$ cat src/rtl/bscan_user_responder_if.sv
// S_BSCAN bundle between the debug hub (master) and a user-register endpoint (slave).
//   drck/runtest/tms     : carried for completeness, ignored by the endpoint
//   reset/sel/capture/shift/update/tdi/tck/bscanid_en : TAP-side controls, async to fabric
//   bscanid              : endpoint ID returned to the hub
//   tdo                  : serial data back to the hub
interface bscan_user_responder_if;
    logic        drck;
    logic        runtest;
    logic        tms;
    logic        reset;
    logic        sel;
    logic        capture;
    logic        shift;
    logic        update;
    logic        tdi;
    logic        tck;
    logic        bscanid_en;
    logic [31:0] bscanid;
    logic        tdo;

    modport master (
        output drck, runtest, tms, reset, sel, capture, shift, update, tdi, tck, bscanid_en,
        input  bscanid, tdo
    );

    modport slave (
        input  drck, runtest, tms, reset, sel, capture, shift, update, tdi, tck, bscanid_en,
        output bscanid, tdo
    );
endinterface

$ cat src/rtl/bscan_user_responder.sv
// JTAG user data register implemented in the fabric clock domain. All BSCAN controls are
// oversampled on aclk; TCK edges are detected from the synchronized TCK.
//   aclk, aresetn  : fabric clock, async active-low reset
//   s_bscan        : S_BSCAN bundle (slave side)
//   status_in      : word loaded on CAPTURE (unless ID mode)
//   ctrl_out/ctrl_valid/ctrl_ready : update word handed to fabric with valid/ready
//   overrun, len_err : sticky error flags, cleared by err_clr
module bscan_user_responder #(
    parameter int unsigned C_DR_WIDTH    = 32,
    parameter logic [31:0] C_BSCANID     = 32'h04C0_0101,
    parameter int unsigned C_SYNC_STAGES = 2
) (
    input  logic                    aclk,
    input  logic                    aresetn,
    bscan_user_responder_if.slave   s_bscan,
    input  logic [C_DR_WIDTH-1:0]   status_in,
    output logic [C_DR_WIDTH-1:0]   ctrl_out,
    output logic                    ctrl_valid,
    input  logic                    ctrl_ready,
    output logic                    overrun,
    output logic                    len_err,
    input  logic                    err_clr
);

    localparam int unsigned CW = $clog2(C_DR_WIDTH + 2);
    localparam logic [CW-1:0] C_CNT_FULL = CW'(C_DR_WIDTH);
    localparam logic [CW-1:0] C_CNT_MAX  = CW'(C_DR_WIDTH + 1);

    // Bit order: {bscanid_en, tck, tdi, update, shift, capture, sel, reset}
    logic [7:0]            w_async;
    logic [7:0]            r_sync [C_SYNC_STAGES];
    logic [7:0]            w_synced;
    logic                  r_tck_d;

    logic [C_DR_WIDTH-1:0] r_shreg,    w_shreg_nxt;
    logic [CW-1:0]         r_cnt,      w_cnt_nxt;
    logic                  r_tdo,      w_tdo_nxt;
    logic [C_DR_WIDTH-1:0] r_ctrl_out, w_out_nxt;
    logic                  r_ctrl_valid, w_valid_nxt;
    logic                  r_overrun,  w_ovr_nxt;
    logic                  r_len_err,  w_lerr_nxt;

    logic w_reset_s, w_sel_s, w_capture_s, w_shift_s, w_update_s, w_tdi_s, w_tck_s, w_id_s;
    logic w_rise, w_fall, w_hs;
    logic w_unused_bscan;

    assign w_async = {s_bscan.bscanid_en, s_bscan.tck, s_bscan.tdi, s_bscan.update,
                      s_bscan.shift, s_bscan.capture, s_bscan.sel, s_bscan.reset};
    assign w_unused_bscan = s_bscan.drck ^ s_bscan.runtest ^ s_bscan.tms;

    always_ff @(posedge aclk or negedge aresetn) begin
        if (!aresetn) begin
            for (int i = 0; i < C_SYNC_STAGES; i++) r_sync[i] <= '0;
            r_tck_d <= 1'b0;
        end else begin
            r_sync[0] <= w_async;
            for (int i = 1; i < C_SYNC_STAGES; i++) r_sync[i] <= r_sync[i-1];
            r_tck_d <= w_synced[6];
        end
    end

    assign w_synced = r_sync[C_SYNC_STAGES-1];
    assign {w_id_s, w_tck_s, w_tdi_s, w_update_s, w_shift_s, w_capture_s, w_sel_s, w_reset_s}
        = w_synced;

    assign w_rise = w_tck_s & ~r_tck_d;
    assign w_fall = ~w_tck_s & r_tck_d;
    assign w_hs   = r_ctrl_valid & ctrl_ready;

    always_comb begin
        w_shreg_nxt = r_shreg;
        w_cnt_nxt   = r_cnt;
        w_tdo_nxt   = r_tdo;
        w_out_nxt   = r_ctrl_out;
        w_valid_nxt = r_ctrl_valid & ~w_hs;
        // Clear first so a same-cycle setting event overrides it.
        w_ovr_nxt   = r_overrun & ~err_clr;
        w_lerr_nxt  = r_len_err & ~err_clr;

        if (w_reset_s) begin
            w_shreg_nxt = '0;
            w_cnt_nxt   = '0;
            w_tdo_nxt   = 1'b0;
        end else begin
            if (w_rise && w_sel_s) begin
                if (w_capture_s) begin
                    w_shreg_nxt = w_id_s ? C_DR_WIDTH'(C_BSCANID) : status_in;
                    w_cnt_nxt   = '0;
                end else if (w_shift_s) begin
                    w_shreg_nxt = {w_tdi_s, r_shreg[C_DR_WIDTH-1:1]};
                    if (r_cnt != C_CNT_MAX) w_cnt_nxt = r_cnt + 1'b1;
                end else if (w_update_s) begin
                    if (r_cnt == C_CNT_FULL) begin
                        w_out_nxt   = r_shreg;
                        w_valid_nxt = 1'b1;
                        if (r_ctrl_valid && !w_hs) w_ovr_nxt = 1'b1;
                    end else begin
                        w_lerr_nxt = 1'b1;
                    end
                end
            end
            if (w_fall) w_tdo_nxt = r_shreg[0];
        end
    end

    always_ff @(posedge aclk or negedge aresetn) begin
        if (!aresetn) begin
            r_shreg      <= '0;
            r_cnt        <= '0;
            r_tdo        <= 1'b0;
            r_ctrl_out   <= '0;
            r_ctrl_valid <= 1'b0;
            r_overrun    <= 1'b0;
            r_len_err    <= 1'b0;
        end else begin
            r_shreg      <= w_shreg_nxt;
            r_cnt        <= w_cnt_nxt;
            r_tdo        <= w_tdo_nxt;
            r_ctrl_out   <= w_out_nxt;
            r_ctrl_valid <= w_valid_nxt;
            r_overrun    <= w_ovr_nxt;
            r_len_err    <= w_lerr_nxt;
        end
    end

    assign s_bscan.bscanid = C_BSCANID;
    assign s_bscan.tdo     = r_tdo;
    assign ctrl_out        = r_ctrl_out;
    assign ctrl_valid      = r_ctrl_valid;
    assign overrun         = r_overrun;
    assign len_err         = r_len_err;

endmodule

$ cat src/flat_wrapper.sv
// flat-port wrapper written by rule: the top's interface ports become plain ports
module bscan_user_responder_flat 
#(
    parameter int unsigned C_DR_WIDTH    = 32,
    parameter logic [31:0] C_BSCANID     = 32'h04C0_0101,
    parameter int unsigned C_SYNC_STAGES = 2
)
  (aclk, aresetn, status_in, ctrl_out, ctrl_valid, ctrl_ready, overrun, len_err, err_clr, s_bscan_drck, s_bscan_runtest, s_bscan_tms, s_bscan_reset, s_bscan_sel, s_bscan_capture, s_bscan_shift, s_bscan_update, s_bscan_tdi, s_bscan_tck, s_bscan_bscanid_en, s_bscan_bscanid, s_bscan_tdo);
  bscan_user_responder_if s_bscan_i ();
  input  logic aclk;
  input  logic aresetn;
  input  logic [C_DR_WIDTH-1:0] status_in;
  output logic [C_DR_WIDTH-1:0] ctrl_out;
  output logic ctrl_valid;
  input  logic ctrl_ready;
  output logic overrun;
  output logic len_err;
  input  logic err_clr;
  input wire logic [$bits(s_bscan_i.drck)-1:0] s_bscan_drck;
  input wire logic [$bits(s_bscan_i.runtest)-1:0] s_bscan_runtest;
  input wire logic [$bits(s_bscan_i.tms)-1:0] s_bscan_tms;
  input wire logic [$bits(s_bscan_i.reset)-1:0] s_bscan_reset;
  input wire logic [$bits(s_bscan_i.sel)-1:0] s_bscan_sel;
  input wire logic [$bits(s_bscan_i.capture)-1:0] s_bscan_capture;
  input wire logic [$bits(s_bscan_i.shift)-1:0] s_bscan_shift;
  input wire logic [$bits(s_bscan_i.update)-1:0] s_bscan_update;
  input wire logic [$bits(s_bscan_i.tdi)-1:0] s_bscan_tdi;
  input wire logic [$bits(s_bscan_i.tck)-1:0] s_bscan_tck;
  input wire logic [$bits(s_bscan_i.bscanid_en)-1:0] s_bscan_bscanid_en;
  output wire logic [$bits(s_bscan_i.bscanid)-1:0] s_bscan_bscanid;
  output wire logic [$bits(s_bscan_i.tdo)-1:0] s_bscan_tdo;
  assign s_bscan_i.drck = s_bscan_drck;
  assign s_bscan_i.runtest = s_bscan_runtest;
  assign s_bscan_i.tms = s_bscan_tms;
  assign s_bscan_i.reset = s_bscan_reset;
  assign s_bscan_i.sel = s_bscan_sel;
  assign s_bscan_i.capture = s_bscan_capture;
  assign s_bscan_i.shift = s_bscan_shift;
  assign s_bscan_i.update = s_bscan_update;
  assign s_bscan_i.tdi = s_bscan_tdi;
  assign s_bscan_i.tck = s_bscan_tck;
  assign s_bscan_i.bscanid_en = s_bscan_bscanid_en;
  assign s_bscan_bscanid = s_bscan_i.bscanid;
  assign s_bscan_tdo = s_bscan_i.tdo;
  bscan_user_responder #(.C_DR_WIDTH(C_DR_WIDTH), .C_BSCANID(C_BSCANID), .C_SYNC_STAGES(C_SYNC_STAGES)) u_core (.aclk(aclk), .aresetn(aresetn), .s_bscan(s_bscan_i), .status_in(status_in), .ctrl_out(ctrl_out), .ctrl_valid(ctrl_valid), .ctrl_ready(ctrl_ready), .overrun(overrun), .len_err(len_err), .err_clr(err_clr));
endmodule
$ cat config.mk
export PLATFORM = sky130hd
export DESIGN_NAME = bscan_user_responder_flat
export DESIGN_NICKNAME = d
export VERILOG_FILES = /design/src/rtl/bscan_user_responder_if.sv /design/src/rtl/bscan_user_responder.sv /design/src/flat_wrapper.sv
export SDC_FILE = /design/constraint.sdc
export NUM_CORES = 1
export LEC_CHECK = 0
export CORE_ASPECT_RATIO = 1.1
export CORE_UTILIZATION = 53
export CTS_BUF_LIST = sky130_fd_sc_hd__clkbuf_8
export DETAILED_ROUTE_END_ITERATION = 6
export GPL_TIMING_DRIVEN = 0
export PLACE_DENSITY = 0.89
export SYNTH_ARGS = -nofsm -noshare
export SYNTH_HDL_FRONTEND = slang
export SYNTH_SLANG_ARGS = --single-unit
$ cat constraint.sdc
create_clock -name aclk -period 3.1 [get_ports aclk]
set_clock_uncertainty 0.2 [all_clocks]
set_input_delay 0.62 -clock aclk [delete_from_list [all_inputs] [get_ports aclk]]
set_output_delay 0.62 -clock aclk [all_outputs]
set_load 0.05 [all_outputs]
### Word level (Yosys, flattened, before mapping)

Cells that the tools add are included.

| operators by class | value |
|---|---|
| muxes and demuxes | 31 |
| $add $sub $neg | 1 |
| reduce and logical (&&, ||, !) cells | 10 |
| eq/ne operators | 2 |
| bitwise operators | 13 |

Operators by type and width:

| operator | count |
|---|---|
| $mux 32 | 5 |
| $mux 6 | 5 |
| $mux 1 | 21 |
| $not 1->1 | 7 |
| $add 6x1->6 const B | 1 |
| $and 1x1->1 | 6 |
| $eq 6x6->1 const B | 1 |
| $ne 6x6->1 const B | 1 |
| $reduce_and 6->1 | 1 |
| $reduce_bool 3->1 | 2 |
| $reduce_bool 2->1 | 2 |
| $reduce_and 3->1 | 1 |
| $logic_and 1x1->1 | 2 |
| $reduce_and 2->1 | 1 |
| $logic_not 1->1 | 1 |

| storage, ports and cells | value |
|---|---|
| output and inout bits | 68 |
| register bits | 91 |
| input port bits | 47 |
| word-level logic and storage cells | 67 |

### Depth between registers and ports, before layout

| logic depth | value |
|---|---|
| depth after elaboration | 10 |
| gate-level depth with buffers | 7 |
| mapped depth without buffers | 6 |

### Worst setup path before layout

Ideal clock, no wire load.

| timing path | value |
|---|---|
| path type | flip-flop to flip-flop |
| start | register u_core.r_cnt[0] |
| end | register u_core.r_ctrl_out[0] (netlist: u_core.ctrl_out[0]) |
| clock period less this slack | 1.913 ns |
| buffers on the path | 1 |
| slack | 1.187 ns |
| data required time | 2.775 ns |
| cell stages (with the launch flop) | 8 |
| library setup time | 0.125 ns |
| arrival time | 1.588 ns |
| cells stage by stage | dfrtp_1 > inv_1 > ha_1 > nor4b_2 > nand2_1 > nor2_4 > buf_6 > mux2_2 |

| on the way | value |
|---|---|
| longest elaborated chain between the ends | 2 |

RTL lines:

| element | line | source |
|---|---|---|
| from (decl) | bscan_user_responder.sv:36 | `logic [CW-1:0] r_cnt, w_cnt_nxt;` |
| from (signal assigned) | bscan_user_responder.sv:117 | `r_cnt <= w_cnt_nxt;` |
| $eq 6x6->1 | bscan_user_responder.sv:93 | `if (r_cnt == C_CNT_FULL) begin` |
| $reduce_and 6->1 (no source line) | n/a |  |
| to (signal assigned) | bscan_user_responder.sv:119 | `r_ctrl_out <= w_out_nxt;` |
| to (decl) | bscan_user_responder.sv:38 | `logic [C_DR_WIDTH-1:0] r_ctrl_out, w_out_nxt;` |

No other way between the ends.
A chain may end at the register's enable or synchronous reset.

### Worst setup path in the final report

| timing path | value |
|---|---|
| start | register u_core.r_ctrl_out[10] (netlist: u_core.ctrl_out[10]) |
| end | output port ctrl_out[10] |

RTL lines:

| element | line | source |
|---|---|---|
| to (decl) | flat_wrapper.sv:13 | `output logic [C_DR_WIDTH-1:0] ctrl_out;` |

No word-level cell between the ends.

==> impl_results.md <==
* Status: finished clean
* Cts bufs inserted at 9
* Ys async rst share at 1.00
* Number of flops mapped to enable cells by yosys at 0
* # diodes at 0
* Sequential group share of total power at 0.521
* Library cells used by synthesis at 37
* Initial DRC count at 218
* Port bufs at 79
* Initial DRT Pass Iterations at 4
* Worst path bufs/invs at 1
* Slowest stage delay, CP at 0.82 ns
* CTS tree: built
* P_leak at 2.37 nW
* Unrepaired setup endpoints after global routing: false
* Initial Util at 0.550
* Post-Syn Instances at 323
* Post-CTS Setup Inserts at 0
* Placeable Area at 7050 µm²
* Tot Pwr at 0.00239 W
* Pin count of the biggest net entering global routing at 54
* Final hold violation count at 0
* RD Place Congestion at 0.856
* CTS Root Cell: clkbuf_8
* Crit path launch type: flop
* Area Growth Syn to Fin at 32.3%
* Setup TNS at 0 ns
* CTS clk-pin slew, worst paths at 0.08 ns
* WP data arrival at 1.55 ns
* First-pass GRT wire length at 14100 µm
* Synth cell count leaders: dfrtp_1, nand2_1, buf_4, o21ai_0, mux2_2
* CP max stage cell: clkdlybuf4s50_1
* Critical path type: reg -> out
* Vias in the first global route at 2841
* Tcrit/Tclk final at 0.764
* Die height at 91.7 µm
* Fin area at 5130 µm²
* Main synth FF type: dfrtp_1
* Antenna-violating nets left at 0
* DP HPWL at 6050 µm
* Yosys warns at 0
* Clock Power Share at 0.362
* Initial antenna violation count at 0
* # hold bufs at CTS at 0
* Max VDD drop at 274 µV
* Final setup fails at 0
* CP Capture Type: output port
* WP data required at 2.28 ns
* Max-cap viol count at 0
* Final Max Tran Viols at 0
* Max clock buf depth at 2
* Nets at 494
* Sw frac at 0.249
* Drt wl/cell at 15.8 µm
* Layout cell share with drive strength beyond 1 at 0.221
* Least-Margin Pin Slew at 0.519 ns
* Fin crit period at 2.37 ns
* Synth area leaders: dfrtp_1, mux2_2, buf_4
* Count leader, synth: dfrtp_1
* Crit path max-delay family: buffers and inverters
* Finished Layout Cells at 533
* CTS sink count at 91
* Crit-path max FO at 2
* Share of the synthesized area in the top cell type at 0.587
* DRC Markers at 0
* Relative slew slack at 0.653
* F_max at 422 MHz
* PostCTS Resize Cnt at 0
* P_int at 0.00180 W
* Sequential fraction of the synthesis area at 0.587
* Seq cells post-synth at 91
* Post-Place Cells at 518
* Total die area at 7660 µm²
* Area leader, netlist: dfrtp_1
* Synthesized cell area at 3880 µm²
* Via count at 2835
* Clock Latency Late Sink at 0.35 ns
* Crit path cell chain: clkdlybuf4s50_1
* Cell Pwr Density at 466 nW/µm²
* Num rows at 32
* I/O pins at 115
* Vias per cell at 5.32
* NetSw at 0.000596 W
* Total GRT Usage at 0.241
* H-tree depth reported by CTS at 3
* GRT overflow at 0
* Routed wire length at 8420 µm
* Area post-placement at 4910 µm²
* Worst hold-check path type: in -> async
* Post-synthesis average cell area at 12.0 µm²
* Die Wd at 83.5 µm
* Gate power share at 0.118
==> per-stage QoR <==
| stage | setup WS, ns | hold WS, ns | utilization |
|---|---|---|---|
| floorplan | 1.19 | 0.124 | - |
| global placement | -1.94 | 0.133 | 0.693 |
| detailed placement | 0.873 | 0.135 | 0.697 |
| CTS | 0.709 | 0.0355 | 0.728 |
| global route | 0.670 | 0.0458 | 0.728 |
| finish | 0.733 | 0.0327 | 0.728 |
==> area by class of cell <==
| cell class | instances | area [µm²] |
|---|---|---|
| fillers | 497 | 1920 |
| well taps | 85 | 106 |
| plain buffers | 48 | 349 |
| flip-flops and latches | 91 | 2280 |
| multi-input cells | 208 | 1340 |
| clock inverters | 5 | 78.8 |
| clock buffers | 10 | 138 |
| inverters | 6 | 22.5 |
| repair buffers | 80 | 816 |
==> power by group through the flow <==
stage	combinational, W	sequential [W]	clock [W]
final	0.000281	0.00124	0.000865
after detailed placement	0.000280	0.00127	0
after CTS	0.000281	0.00124	0.000885
after global placement	0.000270	0.00126	0
after global routing	0.000303	0.00125	0.000940
after floorplan	0.000175	0.00126	0
==> placed cells by master (no fill, tap or decap), types with 2 or more instances in the layout <==
| cell | n |
|---|---|
| a21oi_1 | 5 |
| a22oi_1 | 27 |
| and2_1 | 3 |
| buf_2 | 7 |
| buf_4 | 33 |
| buf_6 | 5 |
| bufinv_16 | 2 |
| clkbuf_1 | 2 |
| clkbuf_2 | 2 |
| clkbuf_8 | 10 |
| clkdlybuf4s50_1 | 78 |
| clkinvlp_4 | 2 |
| conb_1 | 32 |
| dfrtp_1 | 91 |
| ha_1 | 3 |
| inv_1 | 7 |
| mux2_1 | 2 |
| mux2_2 | 30 |
| nand2_1 | 35 |
| nand2b_1 | 3 |
| nand3_1 | 4 |
| nor2_1 | 3 |
| nor2_2 | 2 |
| o21ai_0 | 32 |
| o21ai_1 | 3 |
| o221ai_1 | 5 |
| o31ai_1 | 4 |
| or2_2 | 2 |
==> flip-flops by register name, summed over array words and instances, names as in the netlist <==
signal              count
u_core.ctrl_out        32
u_core.ctrl_valid       1
u_core.len_err          1
u_core.overrun          1
u_core.r_cnt            6
u_core.r_shreg         32
u_core.r_sync           8
u_core.r_tck_d          1
u_core.s_bscan.tdo      1
u_core.w_synced         8
==> metal layers <==
| layer | share of wire | global-route usage | wire length (µm) |
|---|---|---|---|
| met3 | 0.062 | 0.0603 | 521 |
| met2 | 0.50 | 0.390 | 4200 |
| met4 | 0.022 | 0.112 | 189 |
| met5 | 0 | 0 | 0 |
| met1 | 0.42 | 0.306 | 3500 |
==> worst register-to-register path, cell delays in order (launching register included) <==
cell	delay, ns
dfrtp_1	0.47
inv_1	0.09
ha_1	0.15
nor4b_2	0.22
nand2_1	0.15
nor2_4	0.30
buf_6	0.21
mux2_2	0.35
==> path summary, 6_finish.rpt <==
kind	slack, ns	depth (start not counted)	to	from
worst max register to register	0.85	7	u_core.ctrl_out[29]	u_core.r_cnt[0]
min in group aclk	0.15	0	u_core.w_synced[0]	u_core.r_sync[8]
worst min register to register	0.15	0	u_core.w_synced[0]	u_core.r_sync[8]
worst min-delay path	0.03	1	u_core.r_sync[15]	aresetn
max in group asynchronous	2.05	2	u_core.ctrl_out[4]	aresetn
worst max-delay path	0.73	1	ctrl_out[10]	u_core.ctrl_out[10]
==> logic make-up (layout without fill, tap and decap cells) <==
family	Yosys count	count (layout)	share of synthesized area
flip-flops	91	91	0.587
AO/OA/AOI/OAI	81	81	0.134
AND/OR/NAND/NOR	59	59	0.0755
buffers and inverters	54	149	0.0959
multiplexers	33	33	0.0955
adder cells (fa/ha/maj)	3	3	0.00968
other	2	32	0.00194
(Power assumes the default switching activity.)
